--- src/rtl/i2c_reg_sequencer.sv ---
// Register-level I2C transaction sequencer: turns one (device, register, rd/wr, length) command
// into the byte sequence for a byte-level I2C master, buffering read data for the application.
module i2c_reg_sequencer #(
    parameter logic [6:0]  DEV_ADDR = 7'h77,
    parameter int          MAX_LEN  = 22,
    parameter int          LEN_W    = 5,
    parameter logic [15:0] TIMEOUT  = 16'hFFFF
) (
    input  logic             clk,
    input  logic             reset,
    input  logic             cmd_valid,
    output logic             cmd_ready,
    input  logic             cmd_rd,
    input  logic             cmd_dev_sel,
    input  logic [6:0]       cmd_dev,
    input  logic [7:0]       cmd_reg,
    input  logic [LEN_W-1:0] cmd_len,
    output logic [LEN_W-1:0] wr_idx,
    input  logic [7:0]       wr_data,
    input  logic [LEN_W-1:0] rd_idx,
    output logic [7:0]       rd_data,
    output logic             done,
    output logic             err,
    input  logic             mst_ready,
    output logic             mst_start,
    output logic             mst_stop,
    output logic             mst_send,
    output logic [7:0]       mst_txdata,
    input  logic             mst_sended,
    output logic             mst_receive,
    input  logic [7:0]       mst_rxdata,
    input  logic             mst_received,
    input  logic             mst_nack,
    output logic [2:0]       dbg_state
);

    typedef enum logic [2:0] {
        S_IDLE, S_WAIT_RDY, S_TX_LOAD, S_TX_WAIT, S_RX_WAIT, S_STOP, S_DONE
    } state_t;

    localparam logic [15:0]      TO_LAST = TIMEOUT - 16'd1;
    localparam logic [LEN_W-1:0] MAX_L   = LEN_W'(MAX_LEN);
    localparam logic [LEN_W-1:0] ONE_L   = LEN_W'(1);

    state_t           state, state_next;
    logic             rd_q, start_q, err_q, abort;
    logic [6:0]       dev_q;
    logic [7:0]       reg_q, tx_q;
    logic [LEN_W-1:0] len_q, cnt, len_m1;
    logic [1:0]       phase;
    logic [15:0]      timer;
    logic             prev_sended, prev_received, sended_ev, received_ev;
    logic             bad_len, last_tx, timed_out, waiting;
    logic [7:0]       buffer [MAX_LEN];

    assign sended_ev   = mst_sended && !prev_sended;
    assign received_ev = mst_received && !prev_received;
    assign len_m1      = len_q - ONE_L;
    assign bad_len     = (cmd_len > MAX_L) || (cmd_rd && cmd_len == '0);
    assign timed_out   = timer >= TO_LAST;
    assign waiting     = (state == S_WAIT_RDY) || (state == S_TX_WAIT) || (state == S_RX_WAIT);
    // Phase 0 = ADDR+W, 1 = REG, 2 = write data bytes or the ADDR+R of a read.
    assign last_tx     = (phase == 2'd1 && !rd_q && len_q == '0) ||
                         (phase == 2'd2 && (rd_q || cnt == len_m1));

    always_ff @(posedge clk or negedge reset) begin
        if (!reset) state <= S_IDLE;
        else        state <= state_next;
    end

    always_comb begin
        state_next = state;
        abort      = 1'b0;
        case (state)
            S_IDLE:     if (cmd_valid) state_next = bad_len ? S_DONE : S_WAIT_RDY;
            S_WAIT_RDY: begin
                if (mst_ready)      state_next = S_TX_LOAD;
                else if (timed_out) begin state_next = S_STOP; abort = 1'b1; end
            end
            S_TX_LOAD:  state_next = S_TX_WAIT;
            S_TX_WAIT: begin
                if (sended_ev) begin
                    if (mst_nack)     begin state_next = S_STOP; abort = 1'b1; end
                    else if (last_tx) state_next = rd_q ? S_RX_WAIT : S_STOP;
                    else              state_next = S_TX_LOAD;
                end else if (timed_out) begin
                    state_next = S_STOP;
                    abort      = 1'b1;
                end
            end
            S_RX_WAIT: begin
                if (received_ev) begin
                    if (cnt == len_m1) state_next = S_STOP;
                end else if (timed_out) begin
                    state_next = S_STOP;
                    abort      = 1'b1;
                end
            end
            S_STOP:     state_next = S_DONE;
            S_DONE:     state_next = S_IDLE;
            default:    state_next = S_IDLE;
        endcase
    end

    always_comb begin
        cmd_ready   = (state == S_IDLE);
        mst_send    = (state == S_TX_WAIT);
        mst_start   = (state == S_TX_WAIT) && start_q;
        mst_receive = (state == S_RX_WAIT);
        mst_stop    = (state == S_STOP);
        done        = (state == S_DONE);
        err         = err_q;
        mst_txdata  = tx_q;
        wr_idx      = cnt;
        dbg_state   = state;
    end

    always_ff @(posedge clk or negedge reset) begin
        if (!reset) begin
            prev_sended   <= 1'b0;
            prev_received <= 1'b0;
            timer         <= '0;
        end else begin
            prev_sended   <= mst_sended;
            prev_received <= mst_received;
            if (state_next != state || sended_ev || received_ev) timer <= '0;
            else if (waiting)                                    timer <= timer + 16'd1;
        end
    end

    always_ff @(posedge clk or negedge reset) begin
        if (!reset) begin
            rd_q    <= 1'b0;
            dev_q   <= '0;
            reg_q   <= '0;
            len_q   <= '0;
            cnt     <= '0;
            phase   <= '0;
            tx_q    <= '0;
            start_q <= 1'b0;
            err_q   <= 1'b0;
            for (int i = 0; i < MAX_LEN; i++) buffer[i] <= 8'h00;
        end else begin
            if (state == S_IDLE && cmd_valid) begin
                rd_q  <= cmd_rd;
                dev_q <= cmd_dev_sel ? cmd_dev : DEV_ADDR;
                reg_q <= cmd_reg;
                len_q <= cmd_len;
                cnt   <= '0;
                phase <= '0;
                err_q <= bad_len;
            end
            if (state == S_TX_LOAD) begin
                case (phase)
                    2'd0:    begin tx_q <= {dev_q, 1'b0}; start_q <= 1'b1; end
                    2'd1:    begin tx_q <= reg_q;         start_q <= 1'b0; end
                    default: begin tx_q <= rd_q ? {dev_q, 1'b1} : wr_data; start_q <= rd_q; end
                endcase
            end
            if (state == S_TX_WAIT && sended_ev && !mst_nack) begin
                if (phase != 2'd2) phase <= phase + 2'd1;
                else if (!rd_q)    cnt   <= cnt + ONE_L;
            end
            if (state == S_RX_WAIT && received_ev) begin
                buffer[cnt] <= mst_rxdata;
                cnt         <= cnt + ONE_L;
            end
            if (abort) err_q <= 1'b1;
        end
    end

    assign rd_data = (rd_idx < MAX_L) ? buffer[rd_idx] : 8'h00;

endmodule
--- config.mk ---
export PLATFORM = sky130hd
export DESIGN_NAME = i2c_reg_sequencer
export DESIGN_NICKNAME = d
export VERILOG_FILES = /design/src/rtl/i2c_reg_sequencer.sv
export SDC_FILE = /design/constraint.sdc
export NUM_CORES = 1
export LEC_CHECK = 0
export ABC_CLOCK_PERIOD_IN_PS = 5900
export BUFFER_PORTS_ARGS = -buffer_cell sky130_fd_sc_hd__buf_2
export CORE_UTILIZATION = 59
export CTS_CLUSTER_DIAMETER = 120
export DETAILED_ROUTE_END_ITERATION = 16
export MAX_ROUTING_LAYER = met4
export PLACE_DENSITY = 0.77
export RECOVER_POWER = 25
export SLEW_MARGIN = 20
export SYNTH_ARGS = -nofsm -noshare
export SYNTH_HDL_FRONTEND = slang
export SYNTH_SLANG_ARGS = --single-unit
export TNS_END_PERCENT = 20
--- constraint.sdc ---
create_clock -name clk -period 5.9 [get_ports clk]
set_input_delay 0.59 -clock clk [delete_from_list [all_inputs] [get_ports clk]]
set_output_delay 0.59 -clock clk [all_outputs]
set_load 0.01 [all_outputs]
Word level (Yosys, flattened, before mapping)
Index checks and enable logic that the tools add are counted.
{ "op_classes": {"add_sub_neg": 4, "n_mul": 0, "div": 0, "n_lt_le_gt_ge": 6, "eq_ne": 11, "shift": 0, "muxes": 40, "bitwise_logic": 2, "reduce_logical": 29} }
{ "ops": {"columns": ["op", "count"], "rows": [
  ["176-bit bitwise mux", 1],
  ["8-bit binary-select mux with 5-bit select", 1],
  ["8-bit demux with 5-bit select", 1],
  ["8-bit 2-to-1 mux", 5],
  ["16-bit 2-to-1 mux", 2],
  ["3-bit 2-to-1 mux", 9],
  ["5-bit 2-to-1 mux", 5],
  ["3-bit case mux with 6 select lines", 1],
  ["16-bit by 1-bit adder with 16-bit output (second input constant)", 1],
  ["16-bit greater-or-equal comparator (second input constant)", 1],
  ["8-bit case mux with 2 select lines", 1],
  ["6-bit greater-or-equal comparator (second input constant)", 2],
  ["1-bit logical AND", 12],
  ["5-bit inverter with 6-bit output", 2],
  ["5-bit zero test", 2],
  ["3-bit equality test (second input constant)", 3],
  ["1-bit 2-to-1 mux", 8],
  ["1-bit logical OR", 7],
  ["7-bit 2-to-1 mux", 1],
  ["3-bit by 2-bit equality test with 1-bit output (second input constant)", 2],
  ["6-bit by 1-bit < comparator with 1-bit output (second input constant)", 1],
  ["2-bit 2-to-1 mux", 3],
  ["5-bit by 1-bit adder with 5-bit output (second input constant)", 1],
  ["5-bit equality test", 1],
  ["other kinds (15)", 19]
]} }
{ "word_totals": {"ff_bits": 235, "latch_bits": 0, "ramBits": 0, "mem_bits_ro": 0, "in_bits": 50, "out_inout_bits": 31, "word_cells": 127, "memories": 0} }

Depth between registers and ports, before layout
{ "depth": {"ltp_word": 13, "mapped_depth": 10, "ltp_nobuf": 9} }

Worst setup path after synthesis
Ideal clock, no wire load.
{ "synth_path": {"kind": "input port to output port", "startpoint": "input port rd_idx[1]", "endpoint": "output port rd_data[0]", "arrival_time_ns": 2.076, "t_required_ns": 5.310, "path_slack_ns": 3.234, "cell_stages": 6, "n_path_buf": 2, "path_cell_list": "clkbuf_1 -> clkbuf_1 -> mux4_2 -> mux4_2 -> inv_1 -> o22ai_1"} }
{ "synth_via": {"elab_chain_cells": 5, "elab_cells_between_ends": 6} }
{ "synth_rtl": {"columns": ["element", "line", "text"], "rows": [
  ["start, declared", "20", "input logic [LEN_W-1:0] rd_idx,"],
  ["5-bit inverter with 6-bit output (not written as such)", "172", "assign rd_data = (rd_idx < MAX_L) ? buffer[rd_idx] : 8'h00;"],
  ["8-bit binary-select mux with 5-bit select", "172", null],
  ["8-bit 2-to-1 mux (not written as such) (2 in a row)", "172", null],
  ["8-bit 2-to-1 mux *", "172", null],
  ["end, declared", "21", "output logic [7:0] rd_data,"]
]} }
Mark *: on every way between the ends. The rest lies on a longest branch, timed or not. The select of a mux whose other input is x is not followed.

Worst setup path in the final report
{ "layout_path": {"startpoint": "input port rd_idx[0]", "endpoint": "output port rd_data[6]"} }
The elaborated chain is that of the path after synthesis.

==> run metrics <==
fraction of layout instances using a drive strength above 1 0.429; Comb power frac 0.192; CTS sink cnt 235; Synth Flop Type dfrtp_1; Distinct cells, synth between 60 and 70; switch share 0.294; post-CTS repair timing setup buffer count 0; Tightest Hold Check Type in2reg; final net count between 900 and 1000; Setup TNS 0 ns; drt pass-1 iters 4; final worst-path cycle share 0.641; # resized after CTS 0; unrepaired setup endpoints after global routing false; Initial Util 0.602; outcome finished, violations left; Tmin final 3.78 ns; top cell type's share of synthesized area 0.483; vias post-DR 7172; synthesized flop and latch total 235; Synth top cells by count dfrtp_1, mux2_4, nand2_1, mux2_2, mux4_2; fin. max-slew vios 120; final worst slack 2.12 ns; core area 20200 um^2; Hold Fails Final Rpt 0; final wirelength 25.6 mm; max incr delay on CP 0.61 ns; Setup Viol. Count Final 0; VDD IR-drop max 0.258 mV; Leak Pwr 6.73 nW; CP max-delay cell buf_2; Gate Count Post-Synth 865; die footprint 21200 um^2; I/O Buffers 80; Power Dens Cells 326 nW/um^2; Area Growth Syn to Fin 10.8%; Internal Power 3.11 mW; clk slew on worst S/H paths 0.05 ns; post-place setup slack 2.06 ns; die height between 100 and 150 um; largest area contributor in the netlist dfrtp_1; clock power share 0.363; Post-synth EDFFs 0; Highest Clock Rate roughly 260 MHz; pin count of the biggest net entering global routing 120; number of global-route vias before repair 7622; DRT antenna net count 0; Worst-Skew Late Latency 0.54 ns; IO Pins 81; Tightest Pin Transition 2.92 ns; GRT overflow 0; count leader, synth dfrtp_1; clk buf depth 3; routed len/inst 21.1 um; DPL Wire Length approximately 16 mm; share of synthesized registers carrying an async set or reset 1.00; hold buffers post-CTS 0; Std-Cell Rows 52; DR iter-0 viols 395; GPL Wtd Cong 0.806; failing checks max-capacitance violations, max-slew violations; Max-Cap Viols 1; first-pass GRT wire length approximately 42 mm; sequential share of power 0.445; data required time of the worst path ~5.3 ns; synthesis warning total 0; startpoint types input pin; Net Switching about 1.3 mW; Die X 146 um; max_slew headroom -0.949; synth top area cells dfrtp_1, mux2_4, mux4_2, mux2_2, nand2_1; Via density 5.91; CP endpoint kind output pin; GRT Overall Usage 0.262; post-synthesis sequential area ratio 0.483; TritonCTS Buffers 25; antenna violations before repair 2; # H-tree levels 1; Synth Cell Area 12200 um^2; post-synthesis net count 922; CTS tree done; Critical Path AT between 3 and 4 ns; crit-path max FO 26; clk_skew 0.0179 ns; critical path class in2out; Clock Tree Root clkbuf_16; worst-path cell chain buf_2, buf_4, mux4_2, mux4_2, inv_1, o22ai_1, buf_2; Remaining DRCs 0; Syn Area/Cell 14.1 um^2
==> cells by family (layout without fill, tap and decap cells) <==
group           after synthesis  count (layout)  synth area share
xor+xnor                     20              20            0.0144
simple gates                197             197             0.106
buf+inv                      79             155            0.0329
other cells                   0               2                 0
compound gates               80              80            0.0474
fa+ha+maj                     7               7           0.00720
flops                       235             235             0.483
mux                         247             247             0.309
==> metrics by stage <==
step | total power [mW] | cell area [um^2] | utilization | hold slack [ns] | std cells
2_1_floorplan | 2.59 | 12200 | - | 0.294 | 865
3_3_place_gp | 2.80 | 12700 | 0.626 | 0.461 | 1167
3_5_place_dp | 2.83 | 12700 | 0.626 | 0.464 | 1167
4_1_cts | 4.43 | 13500 | 0.667 | 0.165 | 1211
5_1_grt | 4.62 | 13500 | 0.667 | 0.165 | 1213
6_report | 4.40 | 13500 | 0.667 | 0.183 | 1213
==> power groups by stage <==
stage | Combinational, mW | Sequential [mW] | Clock [mW]
after global placement | 0.829 | 1.97 | 0
final | 0.845 | 1.96 | 1.59
after detailed placement | 0.849 | 1.98 | 0
after CTS | 0.854 | 1.96 | 1.62
after floorplan | 0.685 | 1.91 | 0
after global routing | 0.947 | 1.98 | 1.69
==> worst max-delay path: cells and delay by family <==
kind | cells | cell delay [ns]
AOI/OAI and AO/OA | 1 | 0.10
buffers and inverters | 4 | 1.41
muxes | 2 | 1.05
==> layout make-up <==
cell class / count / area [um^2]
diodes: 2 / 5.00
clock buffers: 36 / 727
clock inverters: 8 / 108
fillers: 1423 / 6740
inverters: 27 / 104
multi-input cells: 551 / 5900
flip-flops and latches: 235 / 5880
well taps: 270 / 338
repair buffers: 84 / 428
==> registers in the layout (all words and copies together) (netlist names) <==
name and count:
reg_q 8, rd_q 1, prev_sended 1, len_q 5, buffer 176, start_q 1
prev_received 1, wr_idx 5, err 1, dbg_state 3, phase 2, timer 16
mst_txdata 8, dev_q 7
==> worst paths after layout <==
check,slack (ns),startpoint,end,cells after the start
setup / recovery,2.12,rd_idx[0],rd_data[6],7
hold / removal,0.18,mst_sended,prev_sended$_DFF_PN0_,1
setup reg to reg,3.41,phase[0]$_DFF_PN0_,dbg_state[2]$_DFF_PN0_,6
hold reg to reg,0.48,reg_q[1]$_DFFE_PN0P_,reg_q[1]$_DFFE_PN0P_,2
max in group asynchronous,2.44,reset,buffer[132]$_DFFE_PN0P_,2
min in group asynchronous,1.00,reset,buffer[38]$_DFFE_PN0P_,1
==> cell usage in the layout, fill, tap and decap left out, types with 7 or more instances in the layout <==
master / instances
dfrtp_1: 235
mux2_4: 120
buf_2: 79
nand2_1: 71
mux2_2: 69
mux4_2: 48
nor2_1: 34
inv_1: 25
clkbuf_16: 25
xnor2_1: 16
a21oi_1: 13
nor2b_1: 12
nand2_8: 12
o21ai_0: 11
nand2_4: 10
nand3_1: 9
a211oi_1: 9
a22oi_1: 8
o22ai_1: 8
a31oi_1: 8
mux2i_1: 8
nand4_1: 7
ha_1: 7
==> routing by layer <==
metal	vias to the layer above	share of wire	track usage	routed length [um]
li1	3250	-	-	-
met5	-	0	-	0
met3	41	0.042	0.0401	1070
met2	169	0.48	0.411	12200
met1	3712	0.46	0.363	11800
met4	0	0.021	0.0595	549
(Power assumes the default switching activity.)
